`config.mk`:
```
export PLATFORM = sky130hd
export DESIGN_NAME = button_debouncer
export DESIGN_NICKNAME = d
export VERILOG_FILES = /design/src/rtl/button_debouncer.sv
export SDC_FILE = /design/constraint.sdc
export NUM_CORES = 1
export LEC_CHECK = 0
export BUFFER_PORTS_ARGS = -buffer_cell sky130_fd_sc_hd__buf_2
export CORE_MARGIN = 2
export CORE_UTILIZATION = 30
export DETAILED_ROUTE_END_ITERATION = 8
export PLACE_DENSITY = 0.51
export SLEW_MARGIN = 20
export SYNTH_ARGS = -nofsm -noshare
export SYNTH_HDL_FRONTEND = slang
export SYNTH_SLANG_ARGS = --single-unit
```
`constraint.sdc`:
```
create_clock -name clk -period 2.6 [get_ports clk]
set_clock_uncertainty 0.2 [all_clocks]
set_input_delay 0.13 -clock clk [delete_from_list [all_inputs] [get_ports clk]]
set_output_delay 0.13 -clock clk [all_outputs]
set_load 0.02 [all_outputs]
```
`src/rtl/button_debouncer.sv`:
```
// Debounces raw, asynchronous push-button pins into clean pressed levels plus
// single-cycle press/release pulses, one fully independent channel per button.
module button_debouncer #(
    parameter int NUM_BUTTONS     = 2,
    parameter int DEBOUNCE_CYCLES = 500000,
    parameter bit ACTIVE_LOW      = 1'b1
) (
    input  logic                   clk,
    input  logic                   async_nreset,
    input  logic [NUM_BUTTONS-1:0] buttons_in,
    output logic [NUM_BUTTONS-1:0] buttons_level,
    output logic [NUM_BUTTONS-1:0] buttons_re,
    output logic [NUM_BUTTONS-1:0] buttons_fe
);

    localparam int CW = (DEBOUNCE_CYCLES > 2) ? $clog2(DEBOUNCE_CYCLES) : 1;
    localparam logic [CW-1:0] CNT_LAST = CW'(DEBOUNCE_CYCLES - 1);

    typedef enum logic [1:0] {
        REL,
        PEND_P,
        PRS,
        PEND_R
    } state_t;

    for (genvar i = 0; i < NUM_BUTTONS; i++) begin : g_chan
        logic [1:0]    sync_q;
        state_t        state_q;
        logic [CW-1:0] cnt_q;
        logic          level_q;
        logic          re_q;
        logic          fe_q;
        logic          pressed;

        // Synchroniser resets to the released pin level so reset exit looks idle.
        assign pressed = sync_q[1] ^ ACTIVE_LOW;

        always_ff @(posedge clk or negedge async_nreset) begin
            if (!async_nreset) begin
                sync_q  <= {2{ACTIVE_LOW}};
                state_q <= REL;
                cnt_q   <= '0;
                level_q <= 1'b0;
                re_q    <= 1'b0;
                fe_q    <= 1'b0;
            end else begin
                sync_q <= {sync_q[0], buttons_in[i]};
                re_q   <= 1'b0;
                fe_q   <= 1'b0;
                case (state_q)
                    REL: begin
                        if (pressed) begin
                            state_q <= PEND_P;
                            cnt_q   <= '0;
                        end
                    end
                    PEND_P: begin
                        if (!pressed) begin
                            state_q <= REL;
                            cnt_q   <= '0;
                        end else if (cnt_q == CNT_LAST) begin
                            state_q <= PRS;
                            level_q <= 1'b1;
                            re_q    <= 1'b1;
                        end else begin
                            cnt_q <= cnt_q + CW'(1);
                        end
                    end
                    PRS: begin
                        if (!pressed) begin
                            state_q <= PEND_R;
                            cnt_q   <= '0;
                        end
                    end
                    PEND_R: begin
                        if (pressed) begin
                            state_q <= PRS;
                            cnt_q   <= '0;
                        end else if (cnt_q == CNT_LAST) begin
                            state_q <= REL;
                            level_q <= 1'b0;
                            fe_q    <= 1'b1;
                        end else begin
                            cnt_q <= cnt_q + CW'(1);
                        end
                    end
                    default: begin
                        state_q <= REL;
                        cnt_q   <= '0;
                    end
                endcase
            end
        end

        assign buttons_level[i] = level_q;
        assign buttons_re[i]    = re_q;
        assign buttons_fe[i]    = fe_q;
    end

endmodule
```
==> impl_metrics.py, run 1 <==
metrics = {
    "sta": {
        "relSlewSlack_pct": 41.7,
        "timing.final.crit_share_pct": 82.5,
        "slew_violations": 0,
        "finalHoldViolCount": 0,
        "fin_crit_ns": 2.15,
        "timing.hold.ws_ns": 0.158,
        "rsz0062_at_grt": "no",
        "fmax_ghz": 0.466,
        "tightest_slew_ns": 0.872,
        "setup_violations": 0,
        "finalSetupTns_ns": 0,
    },
    "global_routing": {
        "overflow": 0,
        "grt_antenna_before_repair": 0,
        "grt_pass1_wl_mm": 10.1,
        "grt_max_degree": 40,
        "grt_usage_pct": 12.3,
        "grt_pass1_vias": 2155,
    },
    "yosys": {
        "ys_seq_area_share_pct": 47.2,
        "synth_area_leaders": "dfrtp_1 43%, o21ai_0 4.3%, nand2_1 4.3%",
        "yosysWarnings": 0,
        "synth_cell_type_count": 56,
        "syn_area_mm2": 0.00277,
        "netlist_instances": 293,
        "async_flop_share_pct": 100,
        "syn_avg_cell_area_um2": 9.45,
        "ys_seq_elements": 52,
        "yosysTopAreaCell": "dfrtp_1",
        "ys.flop_type": "dfrtp_1",
        "syn-num-nets": 299,
        "synth_top_area_share_pct": 43.4,
        "synth_edf_count": 0,
    },
    "die": {
        "dieHeight_um": 100,
        "initial_core_util_pct": 30.4,
        "die_w_um": 100,
        "die_area_mm2": 0.0100,
        "io_pins": 10,
        "coreArea_mm2": 0.00911,
        "rows": 35,
    },
    "worst_setup_path": {
        "path_cells": "nor4b_1 -> nand4_1 -> nor2_2 -> nor2_1 -> mux2_2",
        "max_stage_delay_ns": 0.44,
        "required_ns": 2.60,
        "endpoint_kind": "register",
        "path_max_fanout": 10,
        "cpMaxStageDelayCell": "dfrtp_1",
        "startpoint_type": "register",
        "crit_type": "register to register",
        "worstReg2RegStart": "g_chan[1].cnt_q[7]",
        "crit_arrival_ns": 2.14,
        "path_buf_inv": 0,
        "crit_start": "g_chan[1].cnt_q[7]",
        "path_delay_family": "simple AND/OR/NAND/NOR gates",
    },
    "pwr": {
        "leakage_nw": 1.22,
        "intPower_mw": 1.04,
        "p_seq_share_pct": 61.2,
        "swShare_pct": 23.7,
        "pwr-share-comb_pct": 5.6,
        "clkPwrFrac_pct": 33.2,
        "p_switching_mw": 0.322,
        "power_density_mw_per_mm2": 451,
        "ir_drop_mv": 0.219,
    },
    "clock_network": {
        "cts_resized": 0,
        "clk_latency_ns": 0.30,
        "cts_tree": "yes",
        "ctsHoldBuffers": 3,
        "cts.clk_slew.worst_paths_ns": 0.09,
        "cts_setup_buffers": 0,
        "htreeDepth": 2,
        "cts_root_buffer": "clkbuf_8",
        "cts_buffers": 5,
        "clk_path_buf_depth": 2,
        "cts.sinks": 52,
    },
    "drt": {
        "routed_wl_mm": 5.67,
        "post_drt_wl_per_cell_um": 13.7,
        "first_iter_violations": 102,
        "ant_nets": 0,
        "vias": 2132,
        "drc": 0,
        "firstDrtPassIters": 4,
        "routed_via_density": 5.16,
    },
    "place": {
        "finalWeightedCongestion": 0.746,
        "dp_hpwl_mm": 3.90,
        "io_buffers": 9,
    },
    "cells_and_area": {
        "fin_util_pct": 33.1,
        "final_nets": 307,
        "area_growth_pct": 8.85,
        "drive_gt1_share_pct": 13.6,
        "antenna_cells": 0,
    },
    "run": {
        "cap_viol_max_count": 0,
    },
    "outcome": {
        "run_status": "complete, no violations",
    },
    "hold_path": {
        "min-delay-start": "g_chan[1].sync_q[0]",
        "hp-class": "register to register",
    },
}
-- synthesized netlist by cell type (3+ instances only) --
| master | instances |
|---|---|
| and3_1 | 3 |
| nand2_1 | 32 |
| nor4_1 | 3 |
| clkbuf_1 | 5 |
| and2_1 | 5 |
| o21ai_0 | 24 |
| buf_4 | 6 |
| xor2_1 | 11 |
| mux2i_1 | 3 |
| o21ai_1 | 3 |
| o22ai_1 | 3 |
| dfstp_2 | 4 |
| a31oi_1 | 4 |
| nand3_1 | 18 |
| nor2_1 | 22 |
| nor3_1 | 7 |
| o31ai_1 | 3 |
| o41ai_1 | 3 |
| xnor2_1 | 9 |
| inv_1 | 8 |
| a21oi_1 | 14 |
| nand4_1 | 9 |
| dfrtp_1 | 48 |
-- routing by layer --
| layer | vias to the layer above | GRT usage (%) | share of wire [%] |
|---|---|---|---|
| li1 | 1064 | - | - |
| met5 | - | 0 | 0 |
| met3 | 4 | 2.44 | 1.9 |
| met2 | 19 | 20.3 | 48 |
| met1 | 1045 | 16.5 | 49 |
| met4 | 0 | 3.37 | 0.93 |
-- cell type report --
type	instances	area, µm²
Timing Repair Buffer	16	105
Inverter	8	30.0
Clock buffer	7	76.3
Tap cell	111	139
Multi-Input combinational cell	218	1350
Sequential cell	52	1310
Fill cell	938	6090
Clock inverter	1	8.76
-- worst reg2reg max path: cells and delay by family, from the launching register on --
family | cells | cell delay [ns]
flip-flops | 1 | 0.44
multiplexers | 1 | 0.27
AND/OR/NAND/NOR | 4 | 1.13
-- stage by stage --
step           instance area, µm²  cells  setup slack [ns]  power [mW]
2_1_floorplan                2770    293             0.596       0.887
3_3_place_gp                 2900    402             0.422       0.923
3_5_place_dp                 2900    402             0.463       0.924
4_1_cts                      3020    413             0.419        1.39
5_1_grt                      3020    413             0.338        1.43
6_report                     3020    413             0.454        1.36
-- power by group through the flow --
stage	clock, mW	combinational, mW	sequential [mW]
after CTS	0.478	0.0780	0.834
after detailed placement	0	0.0743	0.849
final	0.451	0.0761	0.833
after global routing	0.509	0.0890	0.837
after floorplan	0	0.0434	0.844
after global placement	0	0.0743	0.849
-- worst paths after layout --
kind / endpoint / slack, ns / cells past startpoint
worst max-delay path: g_chan[1].cnt_q[0] / 0.45 / 5
worst min-delay path: g_chan[1].sync_q[1] / 0.16 / 0
worst max register to register: g_chan[1].cnt_q[0] / 0.45 / 5
worst min register to register: g_chan[1].sync_q[1] / 0.16 / 0
max in group asynchronous: g_chan[1].cnt_q[11] / 1.26 / 3
min in group asynchronous: g_chan[1].cnt_q[3] / 0.28 / 2
-- cell families (layout without fill, tap and decap cells) --
group / Yosys count / count (layout) / synth area share, %
buffers and inverters: 23 / 32 / 4.11
adders and majority gates: 2 / 2 / 0.903
muxes: 4 / 4 / 1.49
DFF: 52 / 52 / 47.2
and+or+nand+nor: 129 / 129 / 26.5
xor gates and xnor gates: 20 / 20 / 6.32
AOI/OAI and AO/OA: 63 / 63 / 13.6
-- cell usage in the layout, fill, tap and decap left out, types with 3 or more instances in the layout --
master         instances
a21oi_1               14
a31oi_1                4
and2_1                 5
and3_1                 3
buf_2                  9
buf_4                  4
clkbuf_8               5
dfrtp_1               48
dfstp_2                4
dlygate4sd3_1          3
inv_1                  8
mux2i_1                3
nand2_1               32
nand3_1               18
nand4_1                9
nor2_1                22
nor3_1                 7
nor4_1                 3
o21ai_0               24
o21ai_1                3
o22ai_1                3
o31ai_1                3
o41ai_1                3
xnor2_1                9
xor2_1                11
-- flip-flops by register name, summed over array words and instances, names as in the netlist, named ones only --
name,count
g_chan.cnt_q,38
g_chan.level_q,2
g_chan.sync_q,4
g_chan.re_q,2
g_chan.fe_q,2
g_chan.state_q,2
Note: power is estimated with default switching activity, not from simulation.
==> inputs of run 2 (changes only) <==
==> constraint.sdc (replaced) <==
create_clock -name clk -period 2 [get_ports clk]
set_clock_uncertainty 0.2 [all_clocks]
set_input_delay 0.1 -clock clk [delete_from_list [all_inputs] [get_ports clk]]
set_output_delay 0.1 -clock clk [all_outputs]
set_load 0.02 [all_outputs]
==> run 2 against run 1 <==
Net effect: critical path depth increased by 1; flip-flop and latch count stayed put; combinational power is 79% higher; utilization increased by 4.1 points; via count grew 7.2%; die area stayed put; sequential share of layout area fell by 4.7 points; register-to-register slack worse by 0.43 ns; highest routed layer unchanged.
==> impl_metrics.py, run 2 (synthesis gave the netlist of run 1 again) <==
metrics = {
    "global_routing": {
        "grt_pass1_vias": 2235,
        "use_met3_pct": 2.30,
        "grt_usage_pct": 13.2,
        "grt_pass1_wl_mm": 10.7,
        "grt.met2_usage_pct": 23.0,
        "grt_antenna_before_repair": 0,
        "grt_util_met1_pct": 17.2,
        "grt_max_degree": 21,
        "overflow": 0,
        "busiest_layer": "met2",
    },
    "sta": {
        "slew_violations": 0,
        "timing.final.crit_share_pct": 98.8,
        "rsz0062_at_grt": "yes",
        "fmax_ghz": 0.506,
        "setup_violations": 0,
        "fin_crit_ns": 1.98,
        "timing.hold.ws_ns": 0.0867,
        "tightest_slew_ns": 0.655,
        "relSlewSlack_pct": 56.3,
        "finalHoldViolCount": 0,
    },
    "clock_network": {
        "clk_path_buf_depth": 2,
        "cts.sinks": 52,
        "cts_buffers": 5,
        "clk_latency_ns": 0.30,
        "cts.clk_slew.worst_paths_ns": 0.10,
        "cts_tree": "yes",
        "cts_root_buffer": "clkbuf_8",
        "htreeDepth": 2,
    },
    "drt": {
        "vias": 2286,
        "routed_via_density": 5.09,
        "firstDrtPassIters": 4,
        "ant_nets": 0,
        "first_iter_violations": 85,
        "drc": 0,
        "post_drt_wl_per_cell_um": 13.9,
        "routed_wl_mm": 6.26,
    },
    "pwr": {
        "leakage_nw": 1.45,
        "clkPwrFrac_pct": 33.2,
        "ir_drop_mv": 0.306,
        "p_seq_share_pct": 59.3,
        "power_density_mw_per_mm2": 536,
        "pwr-share-comb_pct": 7.5,
        "intPower_mw": 1.36,
        "swShare_pct": 24.8,
        "p_switching_mw": 0.451,
    },
    "cells_and_area": {
        "final_nets": 343,
        "reg.largest.list": "g_chan.cnt_q: 38 flops, g_chan.sync_q: 4 flops",
        "largest_register": "g_chan.cnt_q",
        "mostFrequentLayoutCells": "48 x dfrtp_1, 37 x buf_4, 31 x nand2_1",
        "fin_util_pct": 37.2,
        "nFillCells": 933,
        "register_area_mm2": 0.00131,
        "mostFrequentLayoutCell": "dfrtp_1",
        "largest_reg_flops": 38,
        "drive_gt1_share_pct": 26.9,
        "multiInputGateArea_mm2": 0.00143,
        "area_growth_pct": 22.2,
        "antenna_cells": 0,
    },
    "worst_setup_path": {
        "worstReg2RegStart": "g_chan[0].cnt_q[1]",
        "path_buf_inv": 0,
        "crit_type": "register to register",
        "endpoint_kind": "register",
        "required_ns": 2.04,
        "path_delay_family": "simple AND/OR/NAND/NOR gates",
        "crit_start": "g_chan[0].cnt_q[1]",
        "crit_arrival_ns": 2.01,
        "path_cells": "ha_2 -> and4_2 -> nand2_2 -> nor3_4 -> or4b_2 -> nand2_1",
        "path_max_fanout": 7,
        "rrSetupSlack_ns": 0.02,
        "cp_num_cells": 6,
        "reg2reg_depth": 6,
        "crit_path_end": "g_chan[0].cnt_q[5]",
        "r2r-end": "g_chan[0].cnt_q[5]",
        "max_stage_delay_ns": 0.64,
        "startpoint_type": "register",
        "cpMaxStageDelayCell": "or4b_2",
    },
    "place": {
        "finalWeightedCongestion": 0.815,
        "io_buffers": 9,
        "dp_hpwl_mm": 4.44,
    },
    "die": {
        "dieHeight_um": 100,
        "io_pins": 10,
        "initial_core_util_pct": 30.4,
        "die_w_um": 100,
        "coreArea_mm2": 0.00911,
        "rows": 35,
        "die_area_mm2": 0.0100,
    },
    "hold_path": {
        "hp-class": "input pin to asynchronous set/reset pin",
    },
    "run": {
        "cap_viol_max_count": 0,
    },
    "outcome": {
        "run_status": "complete, no violations",
    },
}
[run 2: cell count changes in the layout (fill, tap and decap cells not counted), sizes merged]
cell,before,now
buf,13,49
clkbuf,7,6
clkinvlp,0,1
[run 2: how the worst min path moves through the flow]
stage / cells after the start / end / slack (ns) / from
6_report: 2 / g_chan[1].cnt_q[5] / 0.09 / async_nreset
5_1_grt: 2 / g_chan[1].cnt_q[4] / 0.11 / async_nreset
4_1_cts: 2 / g_chan[1].cnt_q[5] / 0.1 / async_nreset
3_5_place_dp: 1 / g_chan[1].cnt_q[5] / -0.10 / async_nreset
3_3_place_gp: 1 / g_chan[1].cnt_q[5] / -0.11 / async_nreset
2_1_floorplan: 0 / asynchronous set/reset pin / -0.40 / async_nreset
[run 2: layout make-up]
type | count | area share [%]
multi-input cells | 218 | 42.2
repair buffers | 52 | 11.7
well taps | 111 | 4.10
flip-flops and latches | 52 | 38.6
clock buffers | 6 | 2.14
clock inverters | 2 | 0.370
inverters | 8 | 0.887
[run 2: stage by stage]
step	power (mW)	setup WS (ns)	std cells	cell area [µm²]	setup TNS (ns)
2_1_floorplan	1.15	0.0273	293	2770	0
3_3_place_gp	1.22	-0.0182	433	3150	-0.0182
3_5_place_dp	1.22	-0.0192	433	3150	-0.0192
4_1_cts	1.84	0.0239	445	3280	0
5_1_grt	1.92	-0.0790	449	3390	-0.419
6_report	1.82	0.0245	449	3390	0
[run 2: per-layer routing]
layer	wire length, µm	part of all wire (%)	vias up
met1	2990	48	1122
met4	54	0.86	0
met5	0	0	-
met3	117	1.9	4
li1	-	-	1141
met2	3090	49	19
[run 2: power by group through the flow]
stage	combinational [mW]	sequential, mW	clock [mW]
floorplan	0.0564	1.10	0
global placement	0.123	1.10	0
detailed placement	0.125	1.10	0
CTS	0.130	1.08	0.630
global route	0.156	1.08	0.686
finish	0.136	1.08	0.603
[run 2: timing repair]
action | 4_1_cts | 5_1_grt
setup buffers | 1 | 4
endpoints found under the hold margin | 39 | 0
gates resized for setup | 2 | 18
endpoints found under the setup margin | 10 | 27
hold buffers | 3 | 0
pin swaps | 1 | 10
gates cloned | 0 | 0
